===== config.mk =====
export PLATFORM = sky130hd
export DESIGN_NAME = image_cache_loader_ring
export DESIGN_NICKNAME = d
export VERILOG_FILES = /design/src/rtl/image_cache_loader_ring_pkg.sv /design/src/rtl/image_cache_loader_ring_addr_gen.sv /design/src/rtl/image_cache_loader_ring.sv
export SDC_FILE = /design/constraint.sdc
export NUM_CORES = 1
export LEC_CHECK = 0
export ABC_AREA = 0
export BUFFER_PORTS_ARGS = -buffer_cell sky130_fd_sc_hd__buf_2
export CAP_MARGIN = 10
export CORE_MARGIN = 3
export CORE_UTILIZATION = 30
export CTS_CLUSTER_SIZE = 10
export DETAILED_ROUTE_END_ITERATION = 12
export HOLD_SLACK_MARGIN = 0.1
export PLACE_DENSITY = 0.54
export SLEW_MARGIN = 20
export SYNTH_ARGS = -nofsm -noshare
export SYNTH_HDL_FRONTEND = slang
export SYNTH_SLANG_ARGS = --single-unit

===== constraint.sdc =====
create_clock -name clk -period 4.6 [get_ports clk]
set_input_delay 0.23 -clock clk [delete_from_list [all_inputs] [get_ports clk]]
set_output_delay 0.23 -clock clk [all_outputs]
set_load 0.01 [all_outputs]

===== src/rtl/image_cache_loader_ring_pkg.sv =====
// Shared types for the image-cache ring loader: FSM state encoding and bank-index helpers.
package image_cache_loader_ring_pkg;

    typedef enum logic [1:0] {
        IDLE = 2'd0,
        FILL = 2'd1,
        FULL = 2'd2
    } state_t;

    // Widest legal ring is four banks.
    typedef logic [1:0] bank_idx_t;

    function automatic int bank_width(input int num_banks);
        return (num_banks > 1) ? $clog2(num_banks) : 1;
    endfunction

endpackage


===== src/rtl/image_cache_loader_ring_addr_gen.sv =====
// X/Y write-position counter with runtime wrap limits, last-word flag and synchronous clear.
// IMAGE_CACHE_LOADER_SOF_EN adds the raw-origin flag used for frame-alignment checking.
module image_cache_addr_gen #(
    parameter int COL_WIDTH = 9,
    parameter int ROW_WIDTH = 9
) (
    input  logic                 clk,
    input  logic                 reset,
    input  logic                 clear,
    input  logic                 advance,
    input  logic                 restart,
    input  logic [COL_WIDTH-1:0] x_max,
    input  logic [ROW_WIDTH-1:0] y_max,
    output logic [COL_WIDTH-1:0] x,
    output logic [ROW_WIDTH-1:0] y,
`ifdef IMAGE_CACHE_LOADER_SOF_EN
    output logic                 origin,
`endif
    output logic                 last
);

    logic [COL_WIDTH-1:0] x_q;
    logic [ROW_WIDTH-1:0] y_q;

    // A restart forces the current word to (0,0) so counting resumes from there.
    assign x    = restart ? '0 : x_q;
    assign y    = restart ? '0 : y_q;
    assign last = (x == x_max) && (y == y_max);
`ifdef IMAGE_CACHE_LOADER_SOF_EN
    assign origin = (x_q == '0) && (y_q == '0);
`endif

    always_ff @(posedge clk) begin
        if (reset || clear) begin
            x_q <= '0;
            y_q <= '0;
        end else if (advance) begin
            if (last) begin
                x_q <= '0;
                y_q <= '0;
            end else if (x == x_max) begin
                x_q <= '0;
                y_q <= y + ROW_WIDTH'(1);
            end else begin
                x_q <= x + COL_WIDTH'(1);
                y_q <= y;
            end
        end
    end

endmodule


===== src/rtl/image_cache_loader_ring.sv =====
// Ring loader: fills NUM_BANKS cache banks from a word stream, stalling only when all are occupied.
// Optional IMAGE_CACHE_LOADER_SOF_EN adds sof/err_frame; release strobe is bank_release (release is reserved).
module image_cache_loader_ring
    import image_cache_loader_ring_pkg::*;
#(
    parameter int DATA_WIDTH = 32,
    parameter int COL_WIDTH  = 9,
    parameter int ROW_WIDTH  = 9,
    parameter int NUM_BANKS  = 2,
    parameter int BANK_WIDTH = bank_width(NUM_BANKS)
) (
    input  logic                  clk,
    input  logic                  reset,
    input  logic                  start,
    input  logic [COL_WIDTH:0]    cfg_width,
    input  logic [ROW_WIDTH:0]    cfg_height,
    input  logic [DATA_WIDTH-1:0] data,
    input  logic                  data_ready,
    output logic                  data_wanted,
    output logic                  we,
    output logic [DATA_WIDTH-1:0] wdata,
    output logic [COL_WIDTH-1:0]  waddrX,
    output logic [ROW_WIDTH-1:0]  waddrY,
    output logic [BANK_WIDTH-1:0] wbank,
    output logic                  loaded,
    output logic [BANK_WIDTH-1:0] loaded_bank,
    input  logic                  bank_release,
    output logic [BANK_WIDTH:0]   occupancy,
`ifdef IMAGE_CACHE_LOADER_SOF_EN
    input  logic                  sof,
    output logic                  err_frame,
`endif
    output logic                  err_underflow
);

    localparam logic [BANK_WIDTH-1:0] LAST_BANK = BANK_WIDTH'(NUM_BANKS - 1);
    localparam logic [BANK_WIDTH:0]   OCC_LAST  = (BANK_WIDTH + 1)'(NUM_BANKS - 1);

    state_t                 state, state_next;
    logic [COL_WIDTH-1:0]   w_m1;
    logic [ROW_WIDTH-1:0]   h_m1;
    logic [BANK_WIDTH-1:0]  bank;
    logic [COL_WIDTH-1:0]   x_cur;
    logic [ROW_WIDTH-1:0]   y_cur;
    logic                   last, xfer, done, rel_ok, cfg_ok, restart;

    assign cfg_ok = start && (cfg_width != '0) && (cfg_height != '0);
    assign xfer   = data_ready && data_wanted;
    assign done   = xfer && last;
    assign rel_ok = bank_release && (occupancy != '0);

`ifdef IMAGE_CACHE_LOADER_SOF_EN
    logic origin;
    assign restart = xfer && sof;
`else
    assign restart = 1'b0;
`endif

    image_cache_addr_gen #(
        .COL_WIDTH(COL_WIDTH),
        .ROW_WIDTH(ROW_WIDTH)
    ) u_addr (
        .clk    (clk),
        .reset  (reset),
        .clear  (state == IDLE),
        .advance(xfer),
        .restart(restart),
        .x_max  (w_m1),
        .y_max  (h_m1),
        .x      (x_cur),
        .y      (y_cur),
`ifdef IMAGE_CACHE_LOADER_SOF_EN
        .origin (origin),
`endif
        .last   (last)
    );

    always_ff @(posedge clk) begin
        if (reset) state <= IDLE;
        else       state <= state_next;
    end

    always_comb begin
        state_next = state;
        unique case (state)
            IDLE: if (cfg_ok) state_next = FILL;
            FILL: if (done && !rel_ok && occupancy == OCC_LAST) state_next = FULL;
            FULL: if (rel_ok) state_next = FILL;
            default: state_next = IDLE;
        endcase
    end

    always_comb begin
        data_wanted = (state == FILL);
    end

    // Frame geometry is held as inclusive maxima so 2^WIDTH fits the counter width.
    always_ff @(posedge clk) begin
        if (state == IDLE && cfg_ok) begin
            w_m1 <= cfg_width[COL_WIDTH-1:0] - COL_WIDTH'(1);
            h_m1 <= cfg_height[ROW_WIDTH-1:0] - ROW_WIDTH'(1);
        end
    end

    always_ff @(posedge clk) begin
        if (reset) begin
            occupancy     <= '0;
            bank          <= '0;
            err_underflow <= 1'b0;
        end else begin
            if (done && !rel_ok)      occupancy <= occupancy + (BANK_WIDTH + 1)'(1);
            else if (!done && rel_ok) occupancy <= occupancy - (BANK_WIDTH + 1)'(1);
            if (done) bank <= (bank == LAST_BANK) ? '0 : bank + BANK_WIDTH'(1);
            if (bank_release && occupancy == '0) err_underflow <= 1'b1;
        end
    end

    // Write stage: one cycle after the transfer.
    always_ff @(posedge clk) begin
        if (reset) begin
            we          <= 1'b0;
            wdata       <= '0;
            waddrX      <= '0;
            waddrY      <= '0;
            wbank       <= '0;
            loaded      <= 1'b0;
            loaded_bank <= '0;
        end else begin
            we     <= xfer;
            loaded <= done;
            if (xfer) begin
                wdata  <= data;
                waddrX <= x_cur;
                waddrY <= y_cur;
                wbank  <= bank;
            end
            if (done) loaded_bank <= bank;
        end
    end

`ifdef IMAGE_CACHE_LOADER_SOF_EN
    always_ff @(posedge clk) begin
        if (reset)                        err_frame <= 1'b0;
        else if (xfer && (sof != origin)) err_frame <= 1'b1;
    end
`endif

endmodule

==> results of run 1 <==
## cell families (layout without fill, tap and decap cells)
kind of cell | Yosys count | count (layout)
XOR/XNOR | 35 | 35
AND/OR/NAND/NOR | 212 | 212
AO/OA/AOI/OAI | 87 | 87
buffers and inverters | 42 | 143
flip-flops | 96 | 96
adder cells (fa/ha/maj) | 10 | 10
## area by class of cell
| type | instances | area (um2) |
|---|---|---|
| clock inverter | 2 | 10.0 |
| inverter | 11 | 41.3 |
| timing repair buffer | 116 | 586 |
| clock buffer | 14 | 295 |
| multi-input combinational | 344 | 1890 |
| fill | 1365 | 8250 |
| sequential | 96 | 2100 |
| tap | 176 | 220 |
## path summary, 6_finish.rpt
kind | startpoint | end | cells past startpoint
max | u_addr.x_q[4] | occupancy[0] | 9
min | data[2] | wdata[2] | 3
max reg2reg | u_addr.x_q[4] | occupancy[0] | 9
min reg2reg | waddrY[8] | waddrY[8] | 2
## synth_stat cells (3+ instances only)
master	count	area (um2)
nand2_1	127	477
dfxtp_1	78	1560
a21oi_1	70	350
xor2_1	28	245
clkbuf_1	24	90.1
edfxtp_1	18	541
nand3_1	16	80.1
nor2_1	16	60.1
nor3_1	12	60.1
inv_1	11	41.3
ha_1	10	125
nand4_1	9	56.3
xnor2_1	7	61.3
buf_1	5	18.8
nor4_1	5	31.3
or4_1	5	37.5
a2bb2oi_1	4	35.0
a31oi_1	4	25.0
and4_1	3	26.3
nor2b_1	3	18.8
o21ai_0	3	15.0
## flip-flops by register name, indices dropped and copies added, names as in the netlist, 2 cells and up
name        count
wdata          32
waddrY          9
occupancy       2
u_addr.x_q      9
u_addr.y_q      9
state           2
w_m1            9
h_m1            9
waddrX          9
## power breakdown
| group | internal, mW | switching (mW) |
|---|---|---|
| logic | 0.0563 | 0.0884 |
| registers | 0.886 | 0.0130 |
| clock network | 0.442 | 0.298 |
## critical path: cells and delay by family, from the launching register on
kind | cells | cell delay, ps
and+or+nand+nor | 6 | 1800
DFF | 1 | 460
adders and majority gates | 1 | 240
xor gates and xnor gates | 1 | 140
AOI/OAI and AO/OA | 1 | 130
## routing by layer
| layer | up-vias | GRT usage [%] | routed length (um) |
|---|---|---|---|
| li1 | 1831 | - | - |
| met1 | 1590 | 16.0 | 4580 |
| met2 | 92 | 20.9 | 4510 |
| met3 | 18 | 2.93 | 502 |
| met4 | 0 | 4.43 | 175 |
| met5 | - | 0 | 0 |
==> reports/qor.yml, run 1 <==
worst_setup_path:
  critPathSlowestCell: "nand4_1"
  rrSetupSlack_ps: 1690
  path_max_fanout: 20
  crit_required_ps: 4790
  critPathLaunchType: "flop"
  endpoint_kind: "flop"
  slowest_delay_ps: 700
  path_class: "reg2reg"
  cp_cell_sequence: "xor2_1, nor4_4, nand4_1, nor2_1, ha_1, nor2b_1, nor3_1, a21oi_1, nor2_1"
  path_common_cell: "nor2_1"
  cp.arrival_ps: 3100
floorplan:
  die_h_um: 124
  die_w_um: 124
  initial_core_util_pct: 30.9
  io-pin-count: 115
  die-area_mm2: 0.0153
  rows: 42
  coreArea_mm2: 0.0134
timing:
  rsz0062_at_grt: "false"
  fin_crit_sh_pct: 63.2
  fin_ws_ps: 1690
  max_slew_margin_pct: 44.6
  min_period_ps: 2910
  finalHoldViolCount: 0
  slew_violations: 0
  finalSetupViolCount: 0
  finClkSkew_ps: 7.71
  fin_tns_setup_ps: 0
  hold_slack_ps: 128
  fmax_ghz: 0.344
  worstMarginPinSlew_ps: 828
run_status:
  status: "finished clean"
placement:
  dpl_worst_slack_ps: 1730
  dp.cells: 743
  placed_cell_area_mm2: 0.00484
  hpwl_mm: 7.03
  gp_congestion: 0.798
  portBuffers: 114
cells_and_area:
  final_area_mm2: 0.00515
  drive_gt1_share_pct: 23.5
  fin_util_pct: 38.4
  layout_commonest_cell: "nand2_1"
  fin_cells: 759
  final_cell_mix: "nand2_1 (126), buf_2 (114), dfxtp_1 (78)"
  areaGrowthSynthToFinish_pct: 24.1
  final_nets: 645
  antennaDiodeCount: 0
cts:
  clock-sinks: 96
  h-tree-depth: 3
  clockRootBuffer: "clkbuf_16"
  numCtsBuffers: 9
  cts_resized: 0
  post_cts_buffers: 0
  cts_tree: "yes"
  cts.clk_slew.worst_paths_ps: 60
  clock_path_buffers: 2
  clock_latency_ps: 340
  holdBufCountCts: 0
power:
  p_leak_nw: 2.12
  power_density_mw_per_mm2: 347
  total_power_mw: 1.78
  irDropWorstVdd_mv: 0.160
synthesis:
  syn_area_mm2: 0.00415
  avgSynthCellArea_um2: 8.60
  synth_edf_count: 18
  synth_mux_area_share_pct: 0
  synthAdderAreaFrac_pct: 3.02
  synth-seq-area-share_pct: 50.7
  synthSimpleGateAreaFrac_pct: 23.6
  synth_compound_area_share_pct: 11.4
  synth_ff_type: "dfxtp_1"
  synth_top_family_by_area: "simple AND/OR/NAND/NOR gates"
  synth_xor_area_share_pct: 7.39
  netlist_instances: 482
  synth_seq_cells: 96
  synth.net_count: 549
  synth_cell_types: 39
  async_flop_share_pct: 0
  ys_warn_count: 0
drt:
  drt-total-wl_mm: 9.77
  drc_errors: 0
  first_pass_iters: 4
  vias_per_cell: 4.65
  route.vias.total: 3531
  drtAntennaViolNets: 0
  wire_per_inst_um: 12.9
  drtIter0Drc: 127
global_routing:
  first_global_vias: 3363
  grt_pass1_wl_mm: 15.5
  grt_max_degree: 62
  antenna_found_initial: 0
  grt_overflow: 0
  track_usage_pct: 12.6
hold_path:
  hold_class: "in2reg"
job:
  cap_violations: 0
(Power assumes the default switching activity.)
==> inputs of run 2 (changes only) <==
- PLACE_DENSITY: 0.54 -> 0.56
- clock period: 4.6 -> 2.58 ns (I/O delays scaled with it)
==> reports/qor.yml, run 2 (synthesized netlist as in run 1, its figures left out) <==
power:
  irDropWorstVdd_mv: 0.317
  combPwrFrac_pct: 9.5
  net-switching-power_mw: 0.756
  power_density_mw_per_mm2: 584
  internal_power_mw: 2.48
  total_power_mw: 3.23
  clockPowerShare_pct: 40.9
  switching_share_pct: 23.4
  seqPwrFrac_pct: 49.6
  p_leak_nw: 2.27
drt:
  drtAntennaViolNets: 0
  drtIter0Drc: 159
  wire_per_inst_um: 12.9
  drt-total-wl_mm: 10.3
  route.vias.total: 3694
  vias_per_cell: 4.63
  drc_errors: 0
  first_pass_iters: 4
floorplan:
  die_h_um: 124
  die_w_um: 124
  rows: 42
  initial_core_util_pct: 30.9
  coreArea_mm2: 0.0134
  io-pin-count: 115
  die-area_mm2: 0.0153
placement:
  gp_congestion: 0.802
  dp.cells: 746
  portBuffers: 114
  hpwl_mm: 7.06
cells_and_area:
  final.fill_count: 1333
  drive_gt1_share_pct: 22.5
  final_cell_mix: "nand2_1 (126), buf_2 (114), dfxtp_1 (78)"
  final_nets: 684
  antennaDiodeCount: 0
  fin_cells: 798
  areaGrowthSynthToFinish_pct: 33.3
  regMostFlops: "wdata"
  final-seq-area_mm2: 0.00210
  layout_commonest_cell: "nand2_1"
  multi_input_area_mm2: 0.00189
  largest_reg_flops: 32
cts:
  clock_latency_ps: 340
  h-tree-depth: 3
  clockRootBuffer: "clkbuf_16"
  numCtsBuffers: 9
  clock_path_buffers: 2
  cts.clk_slew.worst_paths_ps: 70
  clock-sinks: 96
  cts_resized: 0
  post_cts_buffers: 0
  cts_tree: "yes"
  holdBufCountCts: 36
worst_setup_path:
  endpoint_kind: "flop"
  cp.arrival_ps: 2340
  crit_required_ps: 2850
  critPathLaunchType: "flop"
  path_max_fanout: 19
  path_class: "reg2reg"
timing:
  rsz0062_at_grt: "false"
  finalHoldViolCount: 0
  fin_crit_sh_pct: 80.0
  min_period_ps: 2060
  worstMarginPinSlew_ps: 703
  fin_tns_setup_ps: 0
  finalSetupViolCount: 0
  fmax_ghz: 0.484
  max_slew_margin_pct: 53.0
  slew_violations: 0
  finClkSkew_ps: 6.88
global_routing:
  grt_pass1_wl_mm: 16.5
  antenna_found_initial: 0
  first_global_vias: 3546
  grt_overflow: 0
  track_usage_pct: 13.6
  grt_max_degree: 60
job:
  cap_violations: 0
hold_path:
  hold_class: "in2reg"
run_status:
  status: "finished clean"
[run 2: area by class of cell]
type	count	area share [%]
inverter	11	0.747
timing repair buffer	155	17.7
sequential	96	38.0
clock inverter	6	1.22
tap	176	3.98
multi-input combinational	344	34.1
clock buffer	10	4.14
[run 2: per-stage QoR]
step	setup slack, ps	instance area [um2]	hold slack [ps]	util (%)
floorplan	437	4150	265	-
global placement	600	4870	371	36.4
detailed placement	553	4870	377	36.4
CTS	523	5530	102	41.3
global route	296	5530	122	41.3
finish	515	5530	117	41.3
[run 2: worst max-delay path, stage by stage (launching register included)]
cell	delay, ps
dfxtp_1	450
xor2_1	140
nor4_4	350
nand4_1	160
buf_4	230
or4_1	520
a21oi_1	150
[run 2: layer usage]
metal | share of wire, % | routed length [um] | vias up | global-route usage [%]
met5 | 0 | 0 | - | 0
met1 | 48 | 4880 | 1668 | 17.8
met3 | 5.5 | 562 | 17 | 3.16
met4 | 2.2 | 223 | 0 | 6.16
li1 | - | - | 1905 | -
met2 | 45 | 4600 | 104 | 21.3
[run 2: path summary, 6_finish.rpt]
path	end	cells past startpoint	slack [ps]	from
worst max register to register	u_addr.y_q[6]	6	520	u_addr.x_q[4]
worst max-delay path	u_addr.y_q[6]	6	520	u_addr.x_q[4]
worst min-delay path	w_m1[8]	2	120	cfg_width[8]
worst min register to register	wdata[4]	2	450	wdata[4]
[run 2: power groups by stage]
| stage | Combinational, mW | Clock [mW] | Sequential, mW |
|---|---|---|---|
| 6_report | 0.307 | 1.32 | 1.60 |
| 5_1_grt | 0.345 | 1.42 | 1.61 |
| 4_1_cts | 0.309 | 1.37 | 1.60 |
| 3_5_place_dp | 0.265 | 0 | 1.64 |
| 3_3_place_gp | 0.260 | 0 | 1.64 |
| 2_1_floorplan | 0.137 | 0 | 1.65 |
==> inputs of run 3 (changes only) <==
- ABC_AREA: 0 -> 1
- PLACE_DENSITY: 0.56 -> 0.54
- clock period: 2.58 -> 1.9 ns (I/O delays scaled with it)
==> reports/qor.yml, run 3 <==
run_status:
  status: "finished clean"
cts:
  cts_tree: "yes"
  clock_latency_ps: 350
  h-tree-depth: 3
  clockRootBuffer: "clkbuf_16"
  clock_path_buffers: 2
  clock-sinks: 96
  cts.clk_slew.worst_paths_ps: 70
  numCtsBuffers: 9
worst_setup_path:
  crit_required_ps: 2130
  path_max_fanout: 4
  endpoint_kind: "flop"
  cp_cell_sequence: "inv_2, nand2_1, nand2_1, nor2_2, nand3_2, nor2_4, nand3_4, inv_4, ha_4, a211oi_2, a211oi_1"
  critPathLaunchType: "flop"
  path_class: "reg2reg"
  critPathSlowestCell: "dfxtp_1"
  slowest_delay_ps: 410
  crit_family: "simple AND/OR/NAND/NOR gates"
  cp.arrival_ps: 1970
  critPathBufInv: 2
  path_common_cell: "nand2_1"
cells_and_area:
  areaGrowthSynthToFinish_pct: 39.4
  final.fill_count: 1325
  antennaDiodeCount: 0
  drive_gt1_share_pct: 26.0
  regMostFlops: "wdata"
  final_nets: 771
  final_cell_mix: "nor2_1 (114), buf_2 (114), nand2_1 (89)"
  largest_reg_flops: 32
floorplan:
  initial_core_util_pct: 31.2
  die_h_um: 125
  die_w_um: 125
  coreArea_mm2: 0.0135
  rows: 42
  io-pin-count: 115
  die-area_mm2: 0.0155
timing:
  max_slew_margin_pct: 57.6
  slew_violations: 0
  fmax_ghz: 0.574
  fin_tns_setup_ps: 0
  min_period_ps: 1740
  fin_crit_sh_pct: 91.6
  finalHoldViolCount: 0
  finClkSkew_ps: 5.97
  fin_ws_ps: 159
  finalSetupViolCount: 0
  worstMarginPinSlew_ps: 635
  rsz0062_at_grt: "false"
drt:
  drt-total-wl_mm: 10.6
  wire_per_inst_um: 12.0
  drtAntennaViolNets: 0
  vias_per_cell: 4.38
  route.vias.total: 3872
  first_pass_iters: 4
  drtIter0Drc: 199
  drc_errors: 0
power:
  p_leak_nw: 2.70
  internal_power_mw: 3.56
  power_density_mw_per_mm2: 822
  combPwrFrac_pct: 13.9
  seqPwrFrac_pct: 47.3
  switching_share_pct: 26.3
  irDropWorstVdd_mv: 0.422
  clockPowerShare_pct: 38.8
  net-switching-power_mw: 1.27
synthesis:
  synth_edf_count: 18
  ys_warn_count: 0
  synthTopCellsByCount: "nor2_1 (115), nand2_1 (89), dfxtp_1 (78)"
  yosysMostFrequentCell: "nor2_1"
  syn_area_mm2: 0.00422
  synth_area_leaders: "dfxtp_1 (37%), edfxtp_1 (13%), nor2_1 (10%)"
  synth_ff_type: "dfxtp_1"
  synth_cell_types: 36
  netlist_instances: 535
  async_flop_share_pct: 0
  synth_seq_cells: 96
  avgSynthCellArea_um2: 7.89
  yosysTopAreaCellShare_pct: 37.0
  synth.net_count: 602
  synth-seq-area-share_pct: 49.8
  yosysTopAreaCell: "dfxtp_1"
global_routing:
  antenna_found_initial: 0
  first_global_vias: 3718
  grt_max_degree: 67
  grt_overflow: 0
  grt_pass1_wl_mm: 17.7
  track_usage_pct: 13.7
placement:
  portBuffers: 114
  dpl_worst_slack_ps: 45.7
  gp_congestion: 0.829
  hpwl_mm: 7.63
job:
  cap_violations: 0
hold_path:
  hold_class: "in2reg"
-- run 3: cell types whose count changed in the layout (fill, tap and decap cells not counted), sizes merged, moves of 5 or more --
cell         before  now
nor2             16  124
o21ai             3   53
a21oi            70   26
inv              13   56
nand2           127   93
xor2             28   13
dlygate4sd3      36   48
buf             119  129
nor3             13    7
or4               5    0
-- run 3: layer usage --
| metal | global-route usage, % | up-vias | wire length [um] |
|---|---|---|---|
| met5 | 0 | - | 0 |
| li1 | - | 2048 | - |
| met1 | 19.1 | 1687 | 5450 |
| met2 | 20.4 | 123 | 4340 |
| met3 | 4.07 | 14 | 631 |
| met4 | 4.26 | 0 | 168 |
-- run 3: worst min-delay path, stage by stage --
cell and delay, ps:
buf_2 90, inv_1 60, xor2_1 130
-- run 3: metrics by stage --
step / util [%] / std cells / instance area [um2] / total power, mW / hold WS, ps
after global routing: 43.5 / 885 / 5880 / 5.07 / 168
after floorplan: - / 535 / 4220 / 2.67 / 173
after CTS: 43.2 / 883 / 5830 / 4.89 / 132
final: 43.5 / 885 / 5880 / 4.83 / 145
after global placement: 37.3 / 819 / 5030 / 2.92 / 318
after detailed placement: 37.3 / 819 / 5030 / 2.92 / 328
-- run 3: timing repair --
| item | 4_1_cts | 5_1_grt |
|---|---|---|
| buffers inserted | 0 | 2 |
| setup endpoints to repair | 0 | 4 |
| hold endpoints to repair | 48 | 0 |
| hold buffers | 48 | 0 |
| resized for setup | 0 | 13 |
-- run 3: final timing paths --
path                      start      endpoint  slack [ps]  depth (start not counted)
setup / recovery  u_addr.x_q[6]  occupancy[0]         160                         11
hold / removal    cfg_height[4]       h_m1[4]         140                          3
setup reg to reg  u_addr.x_q[6]  occupancy[0]         160                         11
hold reg to reg       waddrY[4]     waddrY[4]         470                          2
-- run 3: final cells by class --
class,instances,area (um2),share of cell area [%]
Clock buffer,9,225,3.83
Clock inverter,7,91.3,1.55
Inverter,55,209,3.55
Multi-Input combinational cell,365,1850,31.4
Sequential cell,96,2110,35.9
Tap cell,176,220,3.75
Timing Repair Buffer,177,1180,20.0
-- run 3: power groups by stage --
stage / Sequential (mW) / Combinational (mW) / Clock, mW
finish: 2.28 / 0.673 / 1.87
global route: 2.30 / 0.760 / 2.02
CTS: 2.28 / 0.671 / 1.94
detailed placement: 2.33 / 0.593 / 0
global placement: 2.33 / 0.588 / 0
floorplan: 2.36 / 0.303 / 0
-- run 3: logic make-up after synthesis --
| logic type | count (synthesis) | share of synthesized area (%) |
|---|---|---|
| simple gates | 249 | 25.4 |
| flops | 96 | 49.8 |
| compound gates | 84 | 10.3 |
| buf+inv | 74 | 6.94 |
| xor+xnor | 22 | 4.57 |
| fa+ha+maj | 10 | 2.97 |
